### config.mk
export PLATFORM = sky130hd
export DESIGN_NAME = eeprom_rw_ctrl_flat
export DESIGN_NICKNAME = d
export VERILOG_FILES = /design/src/rtl/eeprom_rw_ctrl_if.sv /design/src/rtl/eeprom_rw_ctrl.sv /design/src/flat_wrapper.sv
export SDC_FILE = /design/constraint.sdc
export NUM_CORES = 1
export LEC_CHECK = 0
export CAP_MARGIN = 20
export CORE_MARGIN = 5
export CORE_UTILIZATION = 45
export CTS_CLUSTER_DIAMETER = 50
export DETAILED_ROUTE_END_ITERATION = 10
export PLACE_DENSITY = 0.77
export SYNTH_ARGS = -nofsm -noshare
export SYNTH_HDL_FRONTEND = slang
export SYNTH_SLANG_ARGS = --single-unit
### constraint.sdc
create_clock -name clk -period 3.5 [get_ports clk]
set_input_delay 0.875 -clock clk [delete_from_list [all_inputs] [get_ports clk]]
set_output_delay 0.875 -clock clk [all_outputs]
set_load 0.005 [all_outputs]
### src/rtl/eeprom_rw_ctrl_if.sv
// Command/response bundle between the EEPROM test sequencer
// and the I2C byte driver.
interface eeprom_rw_ctrl_if;
  logic        i2c_exec;
  logic        bit_ctrl;
  logic        i2c_rh_wl;
  logic [15:0] i2c_addr;
  logic [7:0]  i2c_data_w;
  logic [7:0]  i2c_data_r;
  logic        i2c_done;

  modport master (
    output i2c_exec, bit_ctrl, i2c_rh_wl,
    output i2c_addr, i2c_data_w,
    input  i2c_data_r, i2c_done
  );

  modport slave (
    input  i2c_exec, bit_ctrl, i2c_rh_wl,
    input  i2c_addr, i2c_data_w,
    output i2c_data_r, i2c_done
  );
endinterface

### src/rtl/eeprom_rw_ctrl.sv
// EEPROM write/read-back test sequencer driving the I2C byte
// driver through its exec/done handshake.
module eeprom_rw_ctrl #(
  parameter int          NUM_BYTES = 256,
  parameter logic        BIT_CTRL  = 1'b1,
  parameter logic [7:0]  PATTERN   = 8'h5A,
  parameter logic [15:0] WR_GAP    = 16'd5000,
  parameter logic [15:0] TIMEOUT   = 16'd20000
) (
  input  logic                     clk,
  input  logic                     rst_n,
  input  logic                     start,
  eeprom_rw_ctrl_if.master         bus,
  output logic                     busy,
  output logic                     rw_done,
  output logic                     rw_pass,
  output logic                     timeout_err,
  output logic [15:0]              err_addr
);

  localparam logic [16:0] LAST = 17'(NUM_BYTES - 1);
  localparam logic [16:0] GAP  = {1'b0, WR_GAP};

  typedef enum logic [2:0] {
    IDLE, WR_REQ, WR_WAIT, WR_GAP_S,
    RD_REQ, RD_WAIT, DONE
  } state_t;

  state_t state_q, state_d;

  logic [16:0] addr_q, addr_d;
  logic [15:0] gcnt_q, gcnt_d;
  logic [15:0] tcnt_q, tcnt_d;
  logic        fail_q, fail_d;
  logic        exec_q, exec_d;
  logic        rh_wl_q, rh_wl_d;
  logic [15:0] ia_q, ia_d;
  logic [7:0]  dw_q, dw_d;
  logic        busy_d, done_d, pass_d, tmo_d;
  logic [15:0] ea_d;

  logic last, gap_end, tmo_hit, mism;

  assign last    = (addr_q == LAST);
  assign gap_end = ({1'b0, gcnt_q} + 17'd1) >= GAP;
  assign tmo_hit = (tcnt_q == TIMEOUT - 16'd1);
  assign mism    = bus.i2c_data_r != (addr_q[7:0] ^ PATTERN);

  assign bus.i2c_exec   = exec_q;
  assign bus.bit_ctrl   = BIT_CTRL;
  assign bus.i2c_rh_wl  = rh_wl_q;
  assign bus.i2c_addr   = ia_q;
  assign bus.i2c_data_w = dw_q;

  always_ff @(posedge clk or negedge rst_n) begin
    if (!rst_n) begin
      state_q     <= IDLE;
      addr_q      <= '0;
      gcnt_q      <= '0;
      tcnt_q      <= '0;
      fail_q      <= 1'b0;
      exec_q      <= 1'b0;
      rh_wl_q     <= 1'b0;
      ia_q        <= '0;
      dw_q        <= '0;
      busy        <= 1'b0;
      rw_done     <= 1'b0;
      rw_pass     <= 1'b0;
      timeout_err <= 1'b0;
      err_addr    <= '0;
    end else begin
      state_q     <= state_d;
      addr_q      <= addr_d;
      gcnt_q      <= gcnt_d;
      tcnt_q      <= tcnt_d;
      fail_q      <= fail_d;
      exec_q      <= exec_d;
      rh_wl_q     <= rh_wl_d;
      ia_q        <= ia_d;
      dw_q        <= dw_d;
      busy        <= busy_d;
      rw_done     <= done_d;
      rw_pass     <= pass_d;
      timeout_err <= tmo_d;
      err_addr    <= ea_d;
    end
  end

  always_comb begin
    state_d = state_q;
    unique case (state_q)
      IDLE, DONE:
        if (start) state_d = WR_REQ;
      WR_REQ:
        state_d = WR_WAIT;
      WR_WAIT:
        if (bus.i2c_done)  state_d = WR_GAP_S;
        else if (tmo_hit)  state_d = DONE;
      WR_GAP_S:
        if (gap_end) state_d = last ? RD_REQ : WR_REQ;
      RD_REQ:
        state_d = RD_WAIT;
      RD_WAIT:
        if (bus.i2c_done)  state_d = last ? DONE : RD_REQ;
        else if (tmo_hit)  state_d = DONE;
      default:
        state_d = IDLE;
    endcase
  end

  // Output regs take their next value here; command fields are
  // loaded only on entry to a request state so they stay stable
  // from the exec strobe until done.
  always_comb begin
    addr_d  = addr_q;
    gcnt_d  = gcnt_q;
    tcnt_d  = tcnt_q;
    fail_d  = fail_q;
    exec_d  = 1'b0;
    rh_wl_d = rh_wl_q;
    ia_d    = ia_q;
    dw_d    = dw_q;
    busy_d  = busy;
    done_d  = rw_done;
    pass_d  = rw_pass;
    tmo_d   = timeout_err;
    ea_d    = err_addr;
    unique case (state_q)
      IDLE, DONE: begin
        if (start) begin
          done_d = 1'b0;
          pass_d = 1'b0;
          tmo_d  = 1'b0;
          ea_d   = '0;
          fail_d = 1'b0;
          busy_d = 1'b1;
          addr_d = '0;
        end
      end
      WR_REQ, RD_REQ:
        tcnt_d = '0;
      WR_WAIT: begin
        if (bus.i2c_done) begin
          gcnt_d = '0;
        end else if (tmo_hit) begin
          tmo_d  = 1'b1;
          pass_d = 1'b0;
          busy_d = 1'b0;
          done_d = 1'b1;
        end else begin
          tcnt_d = tcnt_q + 16'd1;
        end
      end
      WR_GAP_S: begin
        if (gap_end) addr_d = last ? '0 : addr_q + 17'd1;
        else         gcnt_d = gcnt_q + 16'd1;
      end
      RD_WAIT: begin
        if (bus.i2c_done) begin
          if (mism && !fail_q) begin
            fail_d = 1'b1;
            ea_d   = addr_q[15:0];
          end
          if (last) begin
            busy_d = 1'b0;
            done_d = 1'b1;
            pass_d = !(fail_q || mism) && !timeout_err;
          end else begin
            addr_d = addr_q + 17'd1;
          end
        end else if (tmo_hit) begin
          tmo_d  = 1'b1;
          pass_d = 1'b0;
          busy_d = 1'b0;
          done_d = 1'b1;
        end else begin
          tcnt_d = tcnt_q + 16'd1;
        end
      end
      default: ;
    endcase
    if (state_d == WR_REQ || state_d == RD_REQ) begin
      exec_d  = 1'b1;
      rh_wl_d = (state_d == RD_REQ);
      ia_d    = addr_d[15:0];
      if (state_d == WR_REQ) dw_d = addr_d[7:0] ^ PATTERN;
    end
  end

endmodule

### src/flat_wrapper.sv
// flat-port wrapper written by rule: the top's interface ports become plain ports
module eeprom_rw_ctrl_flat 
#(
  parameter int          NUM_BYTES = 256,
  parameter logic        BIT_CTRL  = 1'b1,
  parameter logic [7:0]  PATTERN   = 8'h5A,
  parameter logic [15:0] WR_GAP    = 16'd5000,
  parameter logic [15:0] TIMEOUT   = 16'd20000
)
  (clk, rst_n, start, busy, rw_done, rw_pass, timeout_err, err_addr, bus_i2c_exec, bus_bit_ctrl, bus_i2c_rh_wl, bus_i2c_addr, bus_i2c_data_w, bus_i2c_data_r, bus_i2c_done);
  eeprom_rw_ctrl_if bus_i ();
  input  logic clk;
  input  logic rst_n;
  input  logic start;
  output logic busy;
  output logic rw_done;
  output logic rw_pass;
  output logic timeout_err;
  output logic [15:0] err_addr;
  output wire logic [$bits(bus_i.i2c_exec)-1:0] bus_i2c_exec;
  output wire logic [$bits(bus_i.bit_ctrl)-1:0] bus_bit_ctrl;
  output wire logic [$bits(bus_i.i2c_rh_wl)-1:0] bus_i2c_rh_wl;
  output wire logic [$bits(bus_i.i2c_addr)-1:0] bus_i2c_addr;
  output wire logic [$bits(bus_i.i2c_data_w)-1:0] bus_i2c_data_w;
  input wire logic [$bits(bus_i.i2c_data_r)-1:0] bus_i2c_data_r;
  input wire logic [$bits(bus_i.i2c_done)-1:0] bus_i2c_done;
  assign bus_i2c_exec = bus_i.i2c_exec;
  assign bus_bit_ctrl = bus_i.bit_ctrl;
  assign bus_i2c_rh_wl = bus_i.i2c_rh_wl;
  assign bus_i2c_addr = bus_i.i2c_addr;
  assign bus_i2c_data_w = bus_i.i2c_data_w;
  assign bus_i.i2c_data_r = bus_i2c_data_r;
  assign bus_i.i2c_done = bus_i2c_done;
  eeprom_rw_ctrl #(.NUM_BYTES(NUM_BYTES), .BIT_CTRL(BIT_CTRL), .PATTERN(PATTERN), .WR_GAP(WR_GAP), .TIMEOUT(TIMEOUT)) u_core (.clk(clk), .rst_n(rst_n), .start(start), .bus(bus_i), .busy(busy), .rw_done(rw_done), .rw_pass(rw_pass), .timeout_err(timeout_err), .err_addr(err_addr));
endmodule
# Word-level counts from Yosys, hierarchy flattened
# Cells that the tools add are included.
# word_totals
register_bits	99
inputBits	12
out_inout_bits	47
wordCells	117
# classes
addsub	4
order_cmp	1
n_eq_ne	23
n_mux	48
bitwise_logic	2
reduce_logical	24
# ops
cell	count
$mux 16	7
$pmux 16 s2	3
$mux 17	5
$pmux 17 s3	1
$add 16x1->16 const B	2
$mux 1	19
$mux 3	6
$pmux 3 s6	1
$add 16x1->17 const B	1
$add 17x1->17 const B	1
$eq 17x8->1 const B	1
$ge 17x13->1 const B	1
$eq 16x15->1 const B	1
$ne 2x2->1 const B	8
$eq 3x3->1 const B	4
$reduce_and 4->1	3
$pmux 1 s3	3
$ne 8x8->1	1
$not 4->4	2
$reduce_bool 2->1	4
$eq 3x1->1 const B	2
$eq 3x2->1 const B	2
$ne 2x1->1 const B	3
$reduce_and 3->1	2
11 further kinds	19

# Depth between registers and ports, before layout
# depth
depth_word	8
ltp_mapped	11
depth_no_buf	9

# Worst setup path before layout
# No wires, ideal clock.
# synth_timing
path_kind	input -> register
start	in start
end	reg u_core.err_addr[8]
setup_ns	0.121
t_arrival_ns	2.464
t_required_ns	3.379
setup_slack_ns	0.915
path_stages	7
n_path_buf	2
cell_sequence	or3b_2 -> o311ai_0 -> o21ai_0 -> or2_2 -> clkbuf_1 -> clkbuf_1 -> a22o_1
# synth_via
elab_chain_len	2
# synth_lines
item	line	source
from (decl)	flat_wrapper.sv:14	input logic start;
$ne 2x2->1 (no source line)	-	
$reduce_and 4->1 (no source line)	-	
to (signal assigned)	eeprom_rw_ctrl.sv:70	err_addr <= '0;
to (signal assigned)	eeprom_rw_ctrl.sv:85	err_addr <= ea_d;
to (decl)	eeprom_rw_ctrl.sv:18	output logic [15:0] err_addr
# Every way passes these cells.
# A chain may end at the register's enable or synchronous reset.

# Worst setup path after layout
# layout_timing
start	reg u_core.gcnt_q[4]
end	reg u_core.ia_q[0] (netlist: u_core.bus.i2c_addr[0])
# layout_via
elab_chain_len	6
elab_cells_between_ends	9
classes_between	1 x add/sub; 1 x order compare; 2 x eq/ne; 4 x mux; 1 x reduce/logical
# layout_lines
item	line	source
from (decl)	eeprom_rw_ctrl.sv:32	logic [15:0] gcnt_q, gcnt_d;
from (signal assigned)	eeprom_rw_ctrl.sv:74	gcnt_q <= gcnt_d;
$add 16x1->17 *	eeprom_rw_ctrl.sv:45	assign gap_end = ({1'b0, gcnt_q} + 17'd1) >= GAP;
$ge 17x13->1 *	eeprom_rw_ctrl.sv:45	
$mux 3	eeprom_rw_ctrl.sv:100	if (gap_end) state_d = last ? RD_REQ : WR_REQ;
$pmux 3 s6	eeprom_rw_ctrl.sv:91	unique case (state_q)
$eq 3x1->1 / $eq 3x3->1 (equally long branches)	eeprom_rw_ctrl.sv:182	if (state_d == WR_REQ || state_d == RD_REQ) begin
$logic_or 1x1->1	eeprom_rw_ctrl.sv:182	
to (signal assigned)	eeprom_rw_ctrl.sv:79	ia_q <= ia_d;
to (decl)	eeprom_rw_ctrl.sv:37	logic [15:0] ia_q, ia_d;
# Every way passes the cells marked *; elsewhere a longest branch is shown, timed or not. The select of a mux whose other input is x is not followed.

==> impl_table.tex <==
\begin{tabular}{lr}
\hline
Metric & Value \\
\hline
\multicolumn{2}{l}{\textbf{Finish}} \\
Fraction of final layout cells with drive strength greater than 1 & 0.07770 \\
Layout area overhead & 20.70\% \\
Fillers & 940 \\
Final Net Count & 604 \\
Number of antenna repair diodes & 0 \\
\multicolumn{2}{l}{\textbf{Place}} \\
IO buf count & 57 \\
Post-detail-place hpwl & 9150 um \\
Gp weighted congestion & 0.9407 \\
\multicolumn{2}{l}{\textbf{GRT}} \\
Initial antenna violation count & 0 \\
Vias in the first global route & 4424 \\
Largest net degree at the start of global routing & 62 \\
Global-route wire length before repair & 22540 um \\
Tot GR Track Use & 0.1942 \\
Global route overflow & 0 \\
\multicolumn{2}{l}{\textbf{Job}} \\
Number of max-capacitance violations reported & 0 \\
\multicolumn{2}{l}{\textbf{Floorplanning}} \\
Std-Cell Rows & 39 \\
Core region area & 0.01137 mm\^{}2 \\
Initial Util & 0.4583 \\
Die Outline Area & 0.01383 mm\^{}2 \\
Horizontal extent of the die & 117.6 um \\
Ports placed on the boundary & 59 \\
Die Ht & 117.6 um \\
\multicolumn{2}{l}{\textbf{Power and ir drop}} \\
Lkg Pwr & 2.832 nW \\
Worst vdd rail ir drop & 0.0003801 V \\
Areal power density over the cells & 561.9 mW/mm\^{}2 \\
\multicolumn{2}{l}{\textbf{Critical path}} \\
Worst setup slack for register-to-register paths & 0.26 ns \\
Worst Path Max Fanout & 32 \\
WP data arrival & 3.48 ns \\
CP startpoint kind & flip-flop \\
RR Startpoint & u\_core.gcnt\_q[4]\$\_DFFE\_PN0P\_ \\
Reg2reg end & u\_core.bus.i2c\_addr[0]\$\_DFFE\_PN0P\_ \\
Reg2Reg Depth & 7 \\
Classification of the worst setup path & flip-flop to flip-flop \\
Worst Setup End Kind & flip-flop \\
Required time at the worst-slack endpoint & 3.73 ns \\
\multicolumn{2}{l}{\textbf{Drt}} \\
Number of remaining DRC errors & 0 \\
Final Routed Wirelength & 13120 um \\
Drt via density & 6.016 \\
WL per Instance & 17.85 um \\
Initial drt markers & 489 \\
Drt first pass iters & 5 \\
Vias after detailed routing & 4422 \\
Number of nets with antenna violations after detailed routing & 0 \\
\multicolumn{2}{l}{\textbf{Clock network}} \\
Reg clk slew, reported paths & 0.07 ns \\
CTS tree & built \\
Clk sinks & 99 \\
Longest Clk Path Bufs & 2 \\
Insertion delay to the later sink of the worst-skew pair & 0.35 ns \\
Total setup buffers inserted after CTS & 0 \\
CTS buffer count & 9 \\
PostCTS Resize Cnt & 0 \\
Post-CTS Hold Buffers & 0 \\
Count of H-tree levels built during CTS & 3 \\
CTS Root Buffer Type & clkbuf\_16 \\
\multicolumn{2}{l}{\textbf{Synth}} \\
Post-synthesis instance total & 538 \\
Top\_reg\_cell synth & dfrtp\_1 \\
Sequential area share after synthesis & 0.4754 \\
Fraction of synthesis flops using an asynchronous set or reset pin & 1.000 \\
Summed instance area of the synthesized netlist & 0.005211 mm\^{}2 \\
Post-synth cell types & 61 \\
Avg Cell Area, Syn & 9.686 um\^{}2 \\
Syn Nets & 555 \\
Total of flip-flops plus latches after synthesis & 99 \\
EDFF count, synth & 0 \\
Number of warnings printed during yosys synthesis & 0 \\
\multicolumn{2}{l}{\textbf{Timing}} \\
Worst Skew & 0.008435 ns \\
Slew HR & 0.4399 \\
Post-Route Setup TNS & 0 ns \\
Number of pins exceeding their max-slew limit in the final report & 0 \\
Final hold viol count & 0 \\
Setup repair after global routing missed its margin & no \\
Highest clock rate & 308.5 MHz \\
Final cycle utilization of the critical path & 0.9262 \\
Number of endpoints failing setup at the final stage & 0 \\
Worst Tran Pin Value & 0.8370 ns \\
Final critical delay including setup and external delays & 3.242 ns \\
Post-route worst hold slack & 0.4916 ns \\
\multicolumn{2}{l}{\textbf{Min path}} \\
Min-Delay Path Class & input pin to asynchronous set/reset pin \\
\multicolumn{2}{l}{\textbf{Outcome}} \\
Status & finished clean \\
\hline
\end{tabular}
[metrics by stage]
stage / std cells / setup WS, ns / util / total power [mW] / cell area, um^2
floorplan: 538 / 0.9150 / - / 2.050 / 5211
CTS: 735 / 0.2807 / 0.5532 / 3.533 / 6290
global route: 735 / 0.07593 / 0.5532 / 3.723 / 6290
finish: 735 / 0.2582 / 0.5532 / 3.534 / 6290
global placement: 719 / 0.3771 / 0.5223 / 2.342 / 5938
detailed placement: 719 / 0.3045 / 0.5223 / 2.376 / 5938
[placed cells by master (no fill, tap or decap), types with 5 or more instances in the layout]
| cell | synthesis | final |
|---|---|---|
| o31ai_1 | 7 | 7 |
| nor4_1 | 5 | 5 |
| nand3_1 | 28 | 28 |
| and3_1 | 9 | 9 |
| mux2i_1 | 7 | 7 |
| nor2b_1 | 5 | 5 |
| dfrtp_1 | 99 | 99 |
| a21oi_1 | 27 | 26 |
| nor2_1 | 43 | 43 |
| ha_1 | 5 | 5 |
| clkbuf_16 | 0 | 9 |
| and2_1 | 7 | 7 |
| nand2_1 | 40 | 40 |
| xor2_1 | 17 | 17 |
| nand4_1 | 16 | 16 |
| buf_4 | 3 | 12 |
| o21ai_0 | 39 | 39 |
| inv_1 | 11 | 11 |
| a22o_1 | 33 | 33 |
| a31oi_1 | 6 | 6 |
| xnor2_1 | 15 | 15 |
| a21o_1 | 16 | 16 |
| clkdlybuf4s50_1 | 0 | 56 |
| nor3_1 | 8 | 8 |
[cell type report]
| cell class | instances | area (um^2) | area share |
|---|---|---|---|
| flip-flops and latches | 99 | 2477 | 0.3939 |
| clock inverters | 6 | 112.6 | 0.01790 |
| clock buffers | 10 | 239.0 | 0.03799 |
| inverters | 13 | 48.80 | 0.007758 |
| repair buffers | 70 | 690.7 | 0.1098 |
| well taps | 143 | 178.9 | 0.02845 |
| multi-input cells | 394 | 2542 | 0.4042 |
[metal layers]
metal	track usage	part of all wire
met1	0.2719	0.46
met2	0.2942	0.45
met3	0.04805	0.076
met4	0.06667	0.016
met5	0	0
[cells by family (layout without fill, tap and decap cells)]
family,Yosys count,in the layout,share of synthesized area
buffers and inverters,45,99,0.03745
xor gates and xnor gates,32,32,0.05378
AOI/OAI and AO/OA,160,160,0.2144
other,1,1,0.0007196
muxes,10,10,0.01993
and+or+nand+nor,186,186,0.1863
adders and majority gates,5,5,0.01200
DFF,99,99,0.4754
[worst max path at each step]
stage | start | endpoint | slack (ns) | cells after the start
global route | u_core.gcnt_q[0]$_DFFE_PN0P_ | u_core.bus.i2c_addr[0]$_DFFE_PN0P_ | 0.08 | 8
floorplan | start | u_core.err_addr[8]$_DFFE_PN0P_ | 0.91 | 7
CTS | u_core.gcnt_q[4]$_DFFE_PN0P_ | u_core.bus.i2c_addr[0]$_DFFE_PN0P_ | 0.28 | 7
detailed placement | u_core.gcnt_q[4]$_DFFE_PN0P_ | u_core.bus.i2c_addr[0]$_DFFE_PN0P_ | 0.30 | 7
finish | u_core.gcnt_q[4]$_DFFE_PN0P_ | u_core.bus.i2c_addr[0]$_DFFE_PN0P_ | 0.26 | 7
global placement | u_core.gcnt_q[4]$_DFFE_PN0P_ | u_core.bus.i2c_addr[0]$_DFFE_PN0P_ | 0.38 | 7
[critical path, stage by stage, from the launching register on]
cell	delay, ns
dfrtp_1	0.54
nand4_4	0.20
nor4_1	0.36
mux2_2	0.42
or4_4	0.52
o21ai_4	0.67
inv_2	0.08
mux2_1	0.33
[synthesized netlist by cell type, types with 8 or more instances]
| cell | count | share of area |
|---|---|---|
| buf_2 | 12 | 0.012 |
| nand4_1 | 16 | 0.019 |
| clkbuf_1 | 15 | 0.011 |
| and3_1 | 9 | 0.011 |
| xor2_1 | 17 | 0.029 |
| nand2_1 | 40 | 0.029 |
| inv_1 | 11 | 0.0079 |
| o21ai_0 | 39 | 0.037 |
| nor2_1 | 43 | 0.031 |
| a21o_1 | 16 | 0.023 |
| nand3_1 | 28 | 0.027 |
| xnor2_1 | 15 | 0.025 |
| a21oi_1 | 27 | 0.026 |
| nor3_1 | 8 | 0.0077 |
| dfrtp_1 | 99 | 0.48 |
| a22o_1 | 33 | 0.055 |
[sequential cells by signal, indices dropped and copies added (netlist names), 3 cells and up]
| signal | count |
|---|---|
| u_core.addr_q | 17 |
| u_core.bus.i2c_addr | 16 |
| u_core.err_addr | 16 |
| u_core.gcnt_q | 16 |
| u_core.tcnt_q | 16 |
| u_core.bus.i2c_data_w | 8 |
| u_core.state_q | 3 |
[power by group]
part / total, mW / internal, mW / switching, mW / leakage, nW
Combinational: 0.974 / 0.366 / 0.609 / 1.30
Clock: 1.16 / 0.719 / 0.441 / 0.173
Sequential: 1.40 / 1.24 / 0.158 / 1.36
Total: 3.53 / 2.33 / 1.21 / 2.83
Note: power is estimated with default switching activity, not from simulation.
